## config.mk

```make
export PLATFORM = sky130hd
export DESIGN_NAME = i2s_rx_deser
export DESIGN_NICKNAME = d
export VERILOG_FILES = /design/src/rtl/i2s_rx_deser.sv
export SDC_FILE = /design/constraint.sdc
export NUM_CORES = 1
export LEC_CHECK = 0
export ABC_AREA = 1
export CAP_MARGIN = 20
export CORE_MARGIN = 8
export CORE_UTILIZATION = 34
export CTS_CLUSTER_DIAMETER = 50
export DETAILED_ROUTE_END_ITERATION = 16
export GPL_ROUTABILITY_DRIVEN = 1
export SYNTH_ARGS = -nofsm -noshare
export SYNTH_HDL_FRONTEND = slang
export SYNTH_SLANG_ARGS = --single-unit
```

## constraint.sdc

```tcl
create_clock -name MCLK_IN -period 3.92 [get_ports MCLK_IN]
set_input_delay 1.176 -clock MCLK_IN [delete_from_list [all_inputs] [get_ports MCLK_IN]]
set_output_delay 1.176 -clock MCLK_IN [all_outputs]
set_load 0.02 [all_outputs]
```

## src/rtl/i2s_rx_deser.sv

```systemverilog
// I2S receiver: oversamples BCLK/WCLK/DATA0/DATA1 in the MCLK domain and pushes
// tagged MSB-aligned samples into a small valid/ready FIFO. Optional macro: I2S_RX_FRAME_CHECK_EN.
module i2s_rx_deser #(
  parameter int unsigned WIDTH      = 24,
  parameter int unsigned FIFO_DEPTH = 4
) (
  input  logic             MCLK_IN,
  input  logic             RSTN_IN,
  input  logic             BCLK_IN,
  input  logic             WCLK_IN,
  input  logic             DATA0_IN,
  input  logic             DATA1_IN,
  input  logic             READY_IN,
  input  logic             CLR_IN,
  output logic [WIDTH-1:0] SAMPLE_OUT,
  output logic [1:0]       CHAN_OUT,
  output logic             VALID_OUT,
  output logic             OVERRUN_OUT,
  output logic             FRAME_ERR_OUT
);

  localparam int unsigned CW = $clog2(WIDTH + 2);
  localparam int unsigned AW = $clog2(FIFO_DEPTH);
  localparam int unsigned PW = AW + 1;

  localparam logic [CW-1:0] CNT_W    = CW'(WIDTH);
  localparam logic [CW-1:0] CNT_MAX  = CW'(WIDTH + 1);
  localparam logic [CW-1:0] CNT_TOP  = CW'(WIDTH - 1);
  localparam logic [PW-1:0] FULL_CNT = PW'(FIFO_DEPTH);

  typedef struct packed {
    logic [1:0]       chan;
    logic [WIDTH-1:0] sample;
  } entry_t;

  typedef enum logic [1:0] {
    PH_IDLE,
    PH_LINE0,
    PH_LINE1
  } push_state_e;

  // Synchroniser vectors, packed as {bclk, wclk, data1, data0}
  logic [3:0] sync1_q, sync1_d;
  logic [3:0] sync2_q, sync2_d;
  logic       bclk_prev_q, bclk_prev_d;

  logic bclk_s, wclk_s, d0_s, d1_s;
  logic strobe, boundary, commit;

  logic             wclk_lat_q, wclk_lat_d;
  logic             armed_q, armed_d;
  logic [CW-1:0]    cnt_q, cnt_d;
  logic [WIDTH-1:0] sh0_q, sh0_d;
  logic [WIDTH-1:0] sh1_q, sh1_d;
  logic [WIDTH-1:0] word0, word1, bit_mask;
  logic [CW-1:0]    word_bits;

  logic [WIDTH-1:0] hold0_q, hold0_d;
  logic [WIDTH-1:0] hold1_q, hold1_d;
  logic             hold_side_q, hold_side_d;
  push_state_e      state_q, state_d;
  logic             push;
  entry_t           push_entry;

  entry_t        fifo_mem_q [FIFO_DEPTH];
  logic [PW-1:0] wr_ptr_q, wr_ptr_d;
  logic [PW-1:0] rd_ptr_q, rd_ptr_d;
  logic [PW-1:0] fifo_cnt;
  logic          fifo_empty, fifo_full, fifo_we, pop;
  entry_t        head;
  logic          overrun_q, overrun_d;

  assign bclk_s = sync2_q[3];
  assign wclk_s = sync2_q[2];
  assign d1_s   = sync2_q[1];
  assign d0_s   = sync2_q[0];

  always_comb begin
    sync1_d     = {BCLK_IN, WCLK_IN, DATA1_IN, DATA0_IN};
    sync2_d     = sync1_q;
    bclk_prev_d = bclk_s;
  end

  assign strobe   = bclk_s & ~bclk_prev_q;
  assign boundary = wclk_s ^ wclk_lat_q;
  assign commit   = strobe & boundary & armed_q;

  // The boundary strobe's bit belongs to the finishing word, so word0/word1 are
  // formed with that bit included before deciding between commit and shift.
  always_comb begin
    wclk_lat_d = wclk_lat_q;
    armed_d    = armed_q;
    cnt_d      = cnt_q;
    sh0_d      = sh0_q;
    sh1_d      = sh1_q;
    bit_mask   = WIDTH'(1) << (CNT_TOP - cnt_q);
    word0      = sh0_q;
    word1      = sh1_q;
    word_bits  = (cnt_q == CNT_MAX) ? CNT_MAX : cnt_q + 1'b1;
    if (cnt_q < CNT_W) begin
      if (d0_s) word0 = sh0_q | bit_mask;
      if (d1_s) word1 = sh1_q | bit_mask;
    end
    if (strobe) begin
      wclk_lat_d = wclk_s;
      if (boundary) begin
        cnt_d   = '0;
        sh0_d   = '0;
        sh1_d   = '0;
        armed_d = 1'b1;
      end else begin
        cnt_d = word_bits;
        sh0_d = word0;
        sh1_d = word1;
      end
    end
  end

  always_comb begin
    hold0_d     = commit ? word0 : hold0_q;
    hold1_d     = commit ? word1 : hold1_q;
    hold_side_d = commit ? wclk_lat_q : hold_side_q;
  end

  always_comb begin
    state_d    = state_q;
    push       = 1'b0;
    push_entry = '0;
    case (state_q)
      PH_IDLE: begin
        if (commit) state_d = PH_LINE0;
      end
      PH_LINE0: begin
        push       = 1'b1;
        push_entry = '{chan: {1'b0, hold_side_q}, sample: hold0_q};
        state_d    = PH_LINE1;
      end
      PH_LINE1: begin
        push       = 1'b1;
        push_entry = '{chan: {1'b1, hold_side_q}, sample: hold1_q};
        state_d    = commit ? PH_LINE0 : PH_IDLE;
      end
      default: state_d = PH_IDLE;
    endcase
  end

  assign fifo_cnt   = wr_ptr_q - rd_ptr_q;
  assign fifo_empty = (wr_ptr_q == rd_ptr_q);
  assign fifo_full  = (fifo_cnt == FULL_CNT);
  assign head       = fifo_mem_q[rd_ptr_q[AW-1:0]];

  assign VALID_OUT  = ~fifo_empty;
  assign SAMPLE_OUT = fifo_empty ? '0 : head.sample;
  assign CHAN_OUT   = fifo_empty ? '0 : head.chan;

  // When full, a concurrent pop frees the slot the write lands in
  always_comb begin
    pop       = VALID_OUT & READY_IN;
    fifo_we   = push & (~fifo_full | pop);
    wr_ptr_d  = wr_ptr_q + PW'(fifo_we);
    rd_ptr_d  = rd_ptr_q + PW'(pop);
    overrun_d = (push & fifo_full & ~pop) ? 1'b1 : (CLR_IN ? 1'b0 : overrun_q);
  end

  assign OVERRUN_OUT = overrun_q;

  always_ff @(posedge MCLK_IN or negedge RSTN_IN) begin
    if (!RSTN_IN) begin
      sync1_q     <= '0;
      sync2_q     <= '0;
      bclk_prev_q <= 1'b0;
      wclk_lat_q  <= 1'b0;
      armed_q     <= 1'b0;
      cnt_q       <= '0;
      sh0_q       <= '0;
      sh1_q       <= '0;
      hold0_q     <= '0;
      hold1_q     <= '0;
      hold_side_q <= 1'b0;
      state_q     <= PH_IDLE;
      wr_ptr_q    <= '0;
      rd_ptr_q    <= '0;
      overrun_q   <= 1'b0;
      for (int unsigned i = 0; i < FIFO_DEPTH; i++) fifo_mem_q[i] <= '0;
    end else begin
      sync1_q     <= sync1_d;
      sync2_q     <= sync2_d;
      bclk_prev_q <= bclk_prev_d;
      wclk_lat_q  <= wclk_lat_d;
      armed_q     <= armed_d;
      cnt_q       <= cnt_d;
      sh0_q       <= sh0_d;
      sh1_q       <= sh1_d;
      hold0_q     <= hold0_d;
      hold1_q     <= hold1_d;
      hold_side_q <= hold_side_d;
      state_q     <= state_d;
      wr_ptr_q    <= wr_ptr_d;
      rd_ptr_q    <= rd_ptr_d;
      overrun_q   <= overrun_d;
      if (fifo_we) fifo_mem_q[wr_ptr_q[AW-1:0]] <= push_entry;
    end
  end

`ifdef I2S_RX_FRAME_CHECK_EN
  logic frame_err_q, frame_err_d;

  always_comb begin
    frame_err_d = (commit && (word_bits < CNT_W)) ? 1'b1 : (CLR_IN ? 1'b0 : frame_err_q);
  end

  always_ff @(posedge MCLK_IN or negedge RSTN_IN) begin
    if (!RSTN_IN) frame_err_q <= 1'b0;
    else          frame_err_q <= frame_err_d;
  end

  assign FRAME_ERR_OUT = frame_err_q;
`else
  assign FRAME_ERR_OUT = 1'b0;
`endif

endmodule

```

# After elaboration in Yosys (flattened, before gate mapping)
# Cells that the tools add are included.
[op_classes]
addsub = 5
multipliers = 0
div = 0
magnitude_cmp = 4
n_eq_ne = 6
shifts = 1
mux = 23
n_bitwise = 17
reduce_logical = 5
[ops]
columns = ["cell", "n"]
rows = [
  ["$mux 24", 7],
  ["$bwmux 104", 1],
  ["$mux 26", 3],
  ["$bmux 26 s2", 1],
  ["$demux 26 s2", 1],
  ["$pmux 26 s2", 1],
  ["$or 24x24->24", 2],
  ["$shl 1x5->24 const A", 1],
  ["$mux 5", 2],
  ["$and 1x1->1", 7],
  ["$add 3x1->3", 2],
  ["$ge 3x3->1 const B", 2],
  ["$not 2->3", 2],
  ["$pmux 2 s3", 1],
  ["$add 5x1->5 const B", 1],
  ["$eq 5x5->1 const B", 1],
  ["$lt 5x5->1 const B", 1],
  ["$sub 5x5->5 const A", 1],
  ["$mux 1", 4],
  ["$mux 2", 2],
  ["$not 1->1", 4],
  ["$eq 3x3->1", 1],
  ["$eq 3x3->1 const B", 1],
  ["$lt 3x1->1 const B", 1],
  ["11 further kinds", 11],
]
[word_totals]
ff_bits = 226
latchBits = 0
ramBits = 0
romBits = 0
inputBits = 8
output_inout_bits = 29
n_memories = 0

# Depth between registers and ports, before layout
# Gate-level depths: netlist of run 1.
[logic_depth]
word_depth = 6
ltp_mapped = 13
depth_no_buf = 11

# Worst setup path after synthesis of run 1
# Ideal clock, no wire load.
[synth_path]
path_kind = "flip-flop to output port"
startpoint = "reg rd_ptr_q[1]"
endpoint = "out VALID_OUT"
arrival_time_ps = 2075
required_ps = 2744
path_slack_ps = 669
stages_incl_launch_ff = 9
path_buffers = 3
path_cell_list = "dfrtp_1 > buf_2 > clkinv_1 > buf_1 > ha_1 > nand2_1 > nor2_2 > clkbuf_1 > inv_1"
[synth_between]
elab_chain_len = 2
[synth_lines]
columns = ["item", "line_no", "source"]
rows = [
  ["start: declaration", "67", "logic [PW-1:0] rd_ptr_q, rd_ptr_d;"],
  ["start signal: assignment", "199", "rd_ptr_q <= rd_ptr_d;"],
  ["$eq 3x3->1", "148", "assign fifo_empty = (wr_ptr_q == rd_ptr_q);"],
  ["$not 1->1", "152", "assign VALID_OUT = ~fifo_empty;"],
  ["end: declaration", "17", "output logic VALID_OUT,"],
]
# No other way between the ends.

# Worst setup path after layout of run 1
[layout_path]
startpoint = "reg wr_ptr_q[1]"
endpoint = "out SAMPLE_OUT[3]"
[layout_between]
elab_chain_len = 2
[layout_lines]
columns = ["item", "line_no", "source"]
rows = [
  ["start: declaration", "66", "logic [PW-1:0] wr_ptr_q, wr_ptr_d;"],
  ["start signal: assignment", "198", "wr_ptr_q <= wr_ptr_d;"],
  ["$eq 3x3->1", "148", ""],
  ["$mux 24", "153", "assign SAMPLE_OUT = fifo_empty ? '0 : head.sample;"],
  ["end: declaration", "15", "output logic [WIDTH-1:0] SAMPLE_OUT,"],
]
# No other way between the ends.

==> run metrics, run 1 <==
status=finished, final reports clean; CTS tree=built; H-tree depth=1; Clock Latency Late Sink=between 500 and 600 ps; antenna violations before repair=0; fmax=~270 MHz; Net Sw Frac=about 40%; VDD IR-drop max=0.327 mV; Iteration-0 DRC Markers=664; Reg-to-Reg End=fifo_mem_q[6]$_DFFE_PN0P_; Final HPWL DP=17400 um; Synth Register Bits=226; CP endpoint kind=primary output; input/output buffers=35; first-pass GRT wire length=47100 um; die width=between 150 and 200 um; footprint of the multi-input gates=approximately 0.0044 mm^2; fin cells=1710; Total GRT Usage=between 10% and 20%; Synth top cells by count=nand2_1, dfrtp_1, o21ai_0, nor2_1, nand4_1; ys async rst share=100%; top_reg_cell synth=dfrtp_1; switching pwr=approximately 3.5 mW; Logic pwr share=between 30% and 40%; clock share of power=about 31%; Mapped Nets=~1300; CTS max path bufs=3; Initial DRT Pass Iterations=5; Finish-stage setup viols=0; Avg Cell Area, Syn=approximately 8.4 um^2; Fin Setup TNS=0 ps; total clock sinks=roughly 230; die height=194 um; synthesis-to-layout area growth=15.6%; Worst-Margin Slew=~850 ps; final cycle utilization of the critical path=a little over nine tenths; vias in the first global route=just under 9000; post-route antenna net violation count=0; Tot Pwr=between 8 and 9 mW; Mapped Cells=roughly 1300; top cells by area, synth=dfrtp_1, nand2_1, o21ai_0, nand4_1, nor2_1; most common cell in the netlist=nand2_1; Post-route DRC=0; clk root buf=clkbuf_16; slew margin rel.=42.6%; share of cells above drive strength 1=under 10%; Yosys warning total=0; leakage=5.95 nW; Core Region=roughly 0.031 mm^2; WHS Path Cells=0; Hold-fix buffers, CTS=0; CTS clk-pin slew, worst paths=approximately 50 ps; Mapped Area=between 0.01 and 0.015 mm^2; Pint=around 5.2 mW; crit path kind=reg -> out; DR vias/cell=a little over 5; Placed Instances=1658; minimum clock period=~3700 ps; r2r worst-path depth=6; fin nets=~1300; hold endpoint=sync2_q[2]$_DFF_PN0_; Seq pwr share=29.9%; Min-Delay Path Class=reg -> reg; antenna cells=0; top-area cell type share of the netlist area=about 53%; CP Launch Type=flip-flop; gr ovfl total=0; Cell Pwr Density=slightly above 700 mW/mm^2; R2R setup slack=between 1000 and 1500 ps; largest net degree at the start of global routing=83; worst r2r src=state_q[1]$_DFFE_PN0P_; Worst Path Arrival=around 2600 ps; GP Congestion=between 0.7 and 0.8; clk_skew=between 10 and 15 ps; Unique masters post-synth=36; MaxCap Viol Count=0; final hold viol count=0; register area share after synthesis=52.6%; Hold Crit Start=sync1_q[2]$_DFF_PN0_; EDFF count, synth=0; WL final=around 28000 um; leading area contributor after synthesis=dfrtp_1; Layout fillers=3200; Initial Util=34.3%; via count=between 8000 and 9000; Worst EP required=~2700 ps; TritonCTS Buffers=28; unrepaired setup endpoints after global routing=no; Slew Limit Fails=0; die area=about 0.038 mm^2; io pins=37; placement row count=65; CP max FO=20; Routed WL per cell=around 16 um; register area=about 0.0057 mm^2
-- worst max path at each step --
stage / start / endpoint / slack [ps] / depth (start not counted)
after floorplan: rd_ptr_q[1]$_DFF_PN0_ / VALID_OUT / 670 / 8
after global placement: wr_ptr_q[0]$_DFF_PN0_ / SAMPLE_OUT[9] / 520 / 7
after detailed placement: wr_ptr_q[0]$_DFF_PN0_ / SAMPLE_OUT[9] / 500 / 7
after CTS: wr_ptr_q[1]$_DFF_PN0_ / SAMPLE_OUT[9] / 70 / 6
after global routing: wr_ptr_q[0]$_DFF_PN0_ / SAMPLE_OUT[3] / 50 / 7
final: wr_ptr_q[1]$_DFF_PN0_ / SAMPLE_OUT[3] / 170 / 6
-- final cells by class --
| cell class | count | share of cell area, % |
|---|---|---|
| timing repair buffer | 61 | 4.83 |
| multi-input combinational | 893 | 35.4 |
| clock inverter | 13 | 1.28 |
| clock buffer | 38 | 6.67 |
| inverter | 77 | 2.32 |
| tap | 402 | 4.04 |
| sequential | 226 | 45.5 |
-- cell usage in the layout (no fill, tap or decap), types with 5 or more instances in the layout --
cell,netlist,layout
o21ai_1,6,6
o21bai_1,6,6
inv_1,69,69
clkbuf_8,0,7
o21ai_0,146,146
dfrtp_1,226,226
ha_1,19,18
nor3_1,20,20
a21oi_1,53,53
clkbuf_16,0,29
nand3_1,27,27
o22ai_1,9,9
buf_4,4,22
a22o_1,6,6
inv_2,5,5
clkdlybuf4s50_1,0,34
o211a_1,6,6
nor2_1,142,141
nand4_1,111,111
nand2_1,318,318
-- per-stage QoR --
| stage | setup slack (ps) | util [%] | hold WS [ps] | area (um^2) |
|---|---|---|---|---|
| CTS | 66.9 | 39.6 | 353 | 12400 |
| global placement | 521 | 36.4 | 333 | 11400 |
| floorplan | 669 | - | 331 | 10800 |
| finish | 175 | 39.6 | 349 | 12400 |
| global route | 51.2 | 39.6 | 363 | 12400 |
| detailed placement | 497 | 36.4 | 337 | 11400 |
-- kinds of logic after synthesis --
family,synth area share [%]
AO/OA/AOI/OAI,12.0
XOR/XNOR,0.395
adder cells (fa/ha/maj),2.21
buffers and inverters,6.72
flip-flops,52.6
other,0.0348
AND/OR/NAND/NOR,26.1
-- per-layer routing --
metal,wire length [um],GRT usage [%],vias to the layer above
met5,0,0,-
met4,616,4.07,0
met3,1570,2.36,46
met2,12700,24.0,226
met1,13200,20.7,4299
li1,-,-,4292
-- worst max-delay path, cell delays in order (launching register included) --
cell	delay, ps
dfrtp_1	450
ha_1	360
nand2_1	180
nor2_4	70
buf_12	150
a21oi_1	180
clkdlybuf4s50_1	640
-- power groups by stage --
stage / sequential, mW / clock (mW) / combinational [mW]
finish: 2.62 / 2.69 / 3.44
global placement: 2.66 / 0 / 3.43
global route: 2.65 / 2.86 / 3.75
detailed placement: 2.66 / 0 / 3.43
floorplan: 2.63 / 0 / 2.25
CTS: 2.62 / 2.75 / 3.46
-- flip-flops by register name, indices dropped and copies added, names as in the netlist --
| name | count |
|---|---|
| hold0_q | 24 |
| bclk_prev_q | 1 |
| sh0_q | 24 |
| OVERRUN_OUT | 1 |
| wr_ptr_q | 3 |
| hold1_q | 24 |
| sync1_q | 4 |
| sh1_q | 24 |
| state_q | 2 |
| sync2_q | 4 |
| cnt_q | 5 |
| rd_ptr_q | 3 |
| armed_q | 1 |
| wclk_lat_q | 1 |
| fifo_mem_q | 104 |
| hold_side_q | 1 |
-- timing repair --
item / CTS / global route
setup endpoints to repair: 19 / 8
gates resized for setup: 1 / 0
pin swaps: 0 / 1
setup buffers: 0 / 1
gates cloned: 0 / 0
Power figures use the tool's default switching activity.
==> run 2, diff against run 1 <==
--- a/config.mk
+++ b/config.mk
@@ -6,7 +6,7 @@
 export NUM_CORES = 1
 export LEC_CHECK = 0
 export ABC_AREA = 1
-export CAP_MARGIN = 20
+export CAP_MARGIN = 0
 export CORE_MARGIN = 8
 export CORE_UTILIZATION = 34
 export CTS_CLUSTER_DIAMETER = 50
==> results of run 2 <==
Same layout as run 1: the final DEF is identical, and so are final timing and power.
==> run 3, diff against run 2 <==
--- a/config.mk
+++ b/config.mk
@@ -7,11 +7,12 @@
 export LEC_CHECK = 0
 export ABC_AREA = 1
 export CAP_MARGIN = 0
-export CORE_MARGIN = 8
 export CORE_UTILIZATION = 34
 export CTS_CLUSTER_DIAMETER = 50
 export DETAILED_ROUTE_END_ITERATION = 16
 export GPL_ROUTABILITY_DRIVEN = 1
+export PLACE_DENSITY = 0.52
+export SKIP_LAST_GASP = 1
 export SYNTH_ARGS = -nofsm -noshare
 export SYNTH_HDL_FRONTEND = slang
 export SYNTH_SLANG_ARGS = --single-unit
==> run metrics, run 3 (same netlist as run 1, synthesis figures left out) <==
die height=180 um (-7.2%); Initial DRT Pass Iterations=11 (+6); Worst Path Arrival=2590 ps (+20 ps); CP peak stage delay=630 ps (about the same); vias in the first global route=8738 (+0.76%); antenna cells=0 (unchanged); gr ovfl total=0 (unchanged); GP Congestion=0.781 (-0.76%); crit path kind=reg -> out; VDD IR-drop max=0.467 mV (+43%); DR vias/cell=5.17 (-0.18%); Iteration-0 DRC Markers=694 (+4.5%); fmax=266 MHz (-0.49%); Final HPWL DP=17700 um (+1.9%); fin nets=1316 (+0.15%); CP endpoint kind=primary output; CP Launch Type=flip-flop; violated checks=design-rule violations; TritonCTS Buffers=30 (+7.1%); WL final=29000 um (+3.1%); slew margin rel.=36.0% (-6.6 points); share of cells above drive strength 1=7.64% (+0.071 points); Routed WL per cell=17.0 um (+3.4%); final worst setup slack=156 ps (-18.3 ps); most frequent cells in the layout=nand2_1, dfrtp_1, o21ai_0; input/output buffers=35 (unchanged); post-route antenna net violation count=0 (unchanged); Hold Crit Start=sync1_q[3]$_DFF_PN0_; Total GRT Usage=18.2% (+3.3 points); io pins=37 (unchanged); CTS max path bufs=3 (unchanged); clk root buf=clkbuf_16; largest net degree at the start of global routing=86 (+3.6%); placement row count=64 (-1.5%); Min-Delay Path Class=reg -> reg; die area=0.0324 mm^2 (-14%); worst r2r src=state_q[1]$_DFFE_PN0P_; H-tree depth=1 (unchanged); final hold viol count=0 (unchanged); Cell Chain, Critical Path=buf_4 > inv_2 > buf_12 > o21ai_0 > a21oi_1 > clkdlybuf4s50_1; minimum clock period=3760 ps (+18.3 ps); Biggest register=fifo_mem_q; Setup crit start=rd_ptr_q[0]$_DFF_PN0_; Placement Setup Slack=467 ps (-30.5 ps); CTS clk-pin slew, worst paths=60 ps (about the same); CP max FO=37 (+85%); Layout fillers=3161 (-1.2%); Placed Instances=1651 (-0.42%); Hold-fix buffers, CTS=0 (unchanged); status=finished, violations left; Cell Pwr Density=716 mW/mm^2 (+1.7%); Slew Limit Fails=0 (unchanged); Clock Latency Late Sink=540 ps (about the same); antenna violations before repair=0 (unchanged); Worst path slowest cell=clkdlybuf4s50_1; fin cells=1705 (-0.29%); MaxCap Viol Count=0 (unchanged); Post-route DRC=2 (+2); Worst EP required=2740 ps (about the same); synthesis-to-layout area growth=16.1%; total clock sinks=226 (unchanged); clk_skew=11.1 ps (+0.345 ps); via count=8821 (-0.47%); commonest non-fill, non-tap cell in the layout=nand2_1; Core Region=0.0308 mm^2 (-1.8%); Worst-Margin Slew=950 ps (+98.5 ps); leakage=5.98 nW (+0.54%); Initial Util=34.9% (+0.63 points); die width=180 um (-7.2%); Fin Setup TNS=0 ps (unchanged); CTS tree=built; unrepaired setup endpoints after global routing=no; final cycle utilization of the critical path=96.0% (+0.47 points); first-pass GRT wire length=48100 um (+2.2%); Finish-stage setup viols=0 (unchanged); Largest register FFs=104 (unchanged)
## run 3: changes by cell type in the layout (fill, tap and decap cells not counted)
| cell | previous run | this run |
|---|---|---|
| clkbuf_8 | 7 | 4 |
| bufinv_16 | 3 | 5 |
| clkinv_2 | 4 | 6 |
| clkbuf_16 | 29 | 31 |
| clkinv_4 | 2 | 0 |
## run 3: final cells by class
class | count | area, um^2 | share of cell area [%]
sequential | 226 | 5660 | 45.3
multi-input combinational | 893 | 4400 | 35.2
clock buffer | 37 | 838 | 6.71
timing repair buffer | 61 | 601 | 4.81
tap | 396 | 495 | 3.97
inverter | 77 | 289 | 2.31
clock inverter | 15 | 211 | 1.69
## run 3: power breakdown
part	switching [mW]	leakage (nW)	internal (mW)	total, mW
logic	2.40	2.36	1.06	3.46
clock network	1.04	0.512	1.83	2.87
registers	0.119	3.10	2.50	2.62
## run 3: path summary, 6_finish.rpt
kind	slack, ps	cells after the start	to
worst max-delay path	160	6	SAMPLE_OUT[18]
min in group asynchronous	600	1	wr_ptr_q[2]$_DFF_PN0_
worst max register to register	1230	6	fifo_mem_q[57]$_DFFE_PN0P_
worst min register to register	340	0	sync2_q[3]$_DFF_PN0_
max in group asynchronous	2500	2	fifo_mem_q[97]$_DFFE_PN0P_
worst min-delay path	340	0	sync2_q[3]$_DFF_PN0_
## run 3: worst max-delay path, delay by kind of cell (launching register included)
| family | cells | cell delay (ps) |
|---|---|---|
| buffers and inverters | 4 | 1310 |
| AOI/OAI and AO/OA | 2 | 350 |
| DFF | 1 | 390 |
## run 3: repair_timing
action                     CTS  global route
setup endpoints to repair   18            16
resized for setup            1             0
setup buffers                0             2
pin swaps                    0             1
## run 3: layer usage
| layer | GRT usage [%] | share of wire, % |
|---|---|---|
| met4 | 3.72 | 1.2 |
| met1 | 26.5 | 49 |
| met5 | 0 | 0 |
| met2 | 28.8 | 46 |
| met3 | 2.47 | 3.6 |
## run 3: per-stage QoR
stage                     instance area [um^2]  hold slack (ps)  total power [mW]  utilization (%)
after global placement                   11400              333              6.10             37.1
after CTS                                12500              343              9.01             40.5
final                                    12500              338              8.95             40.5
after detailed placement                 11400              336              6.11             37.1
after global routing                     12500              343              9.45             40.5
after floorplan                          10800              331              4.88                -
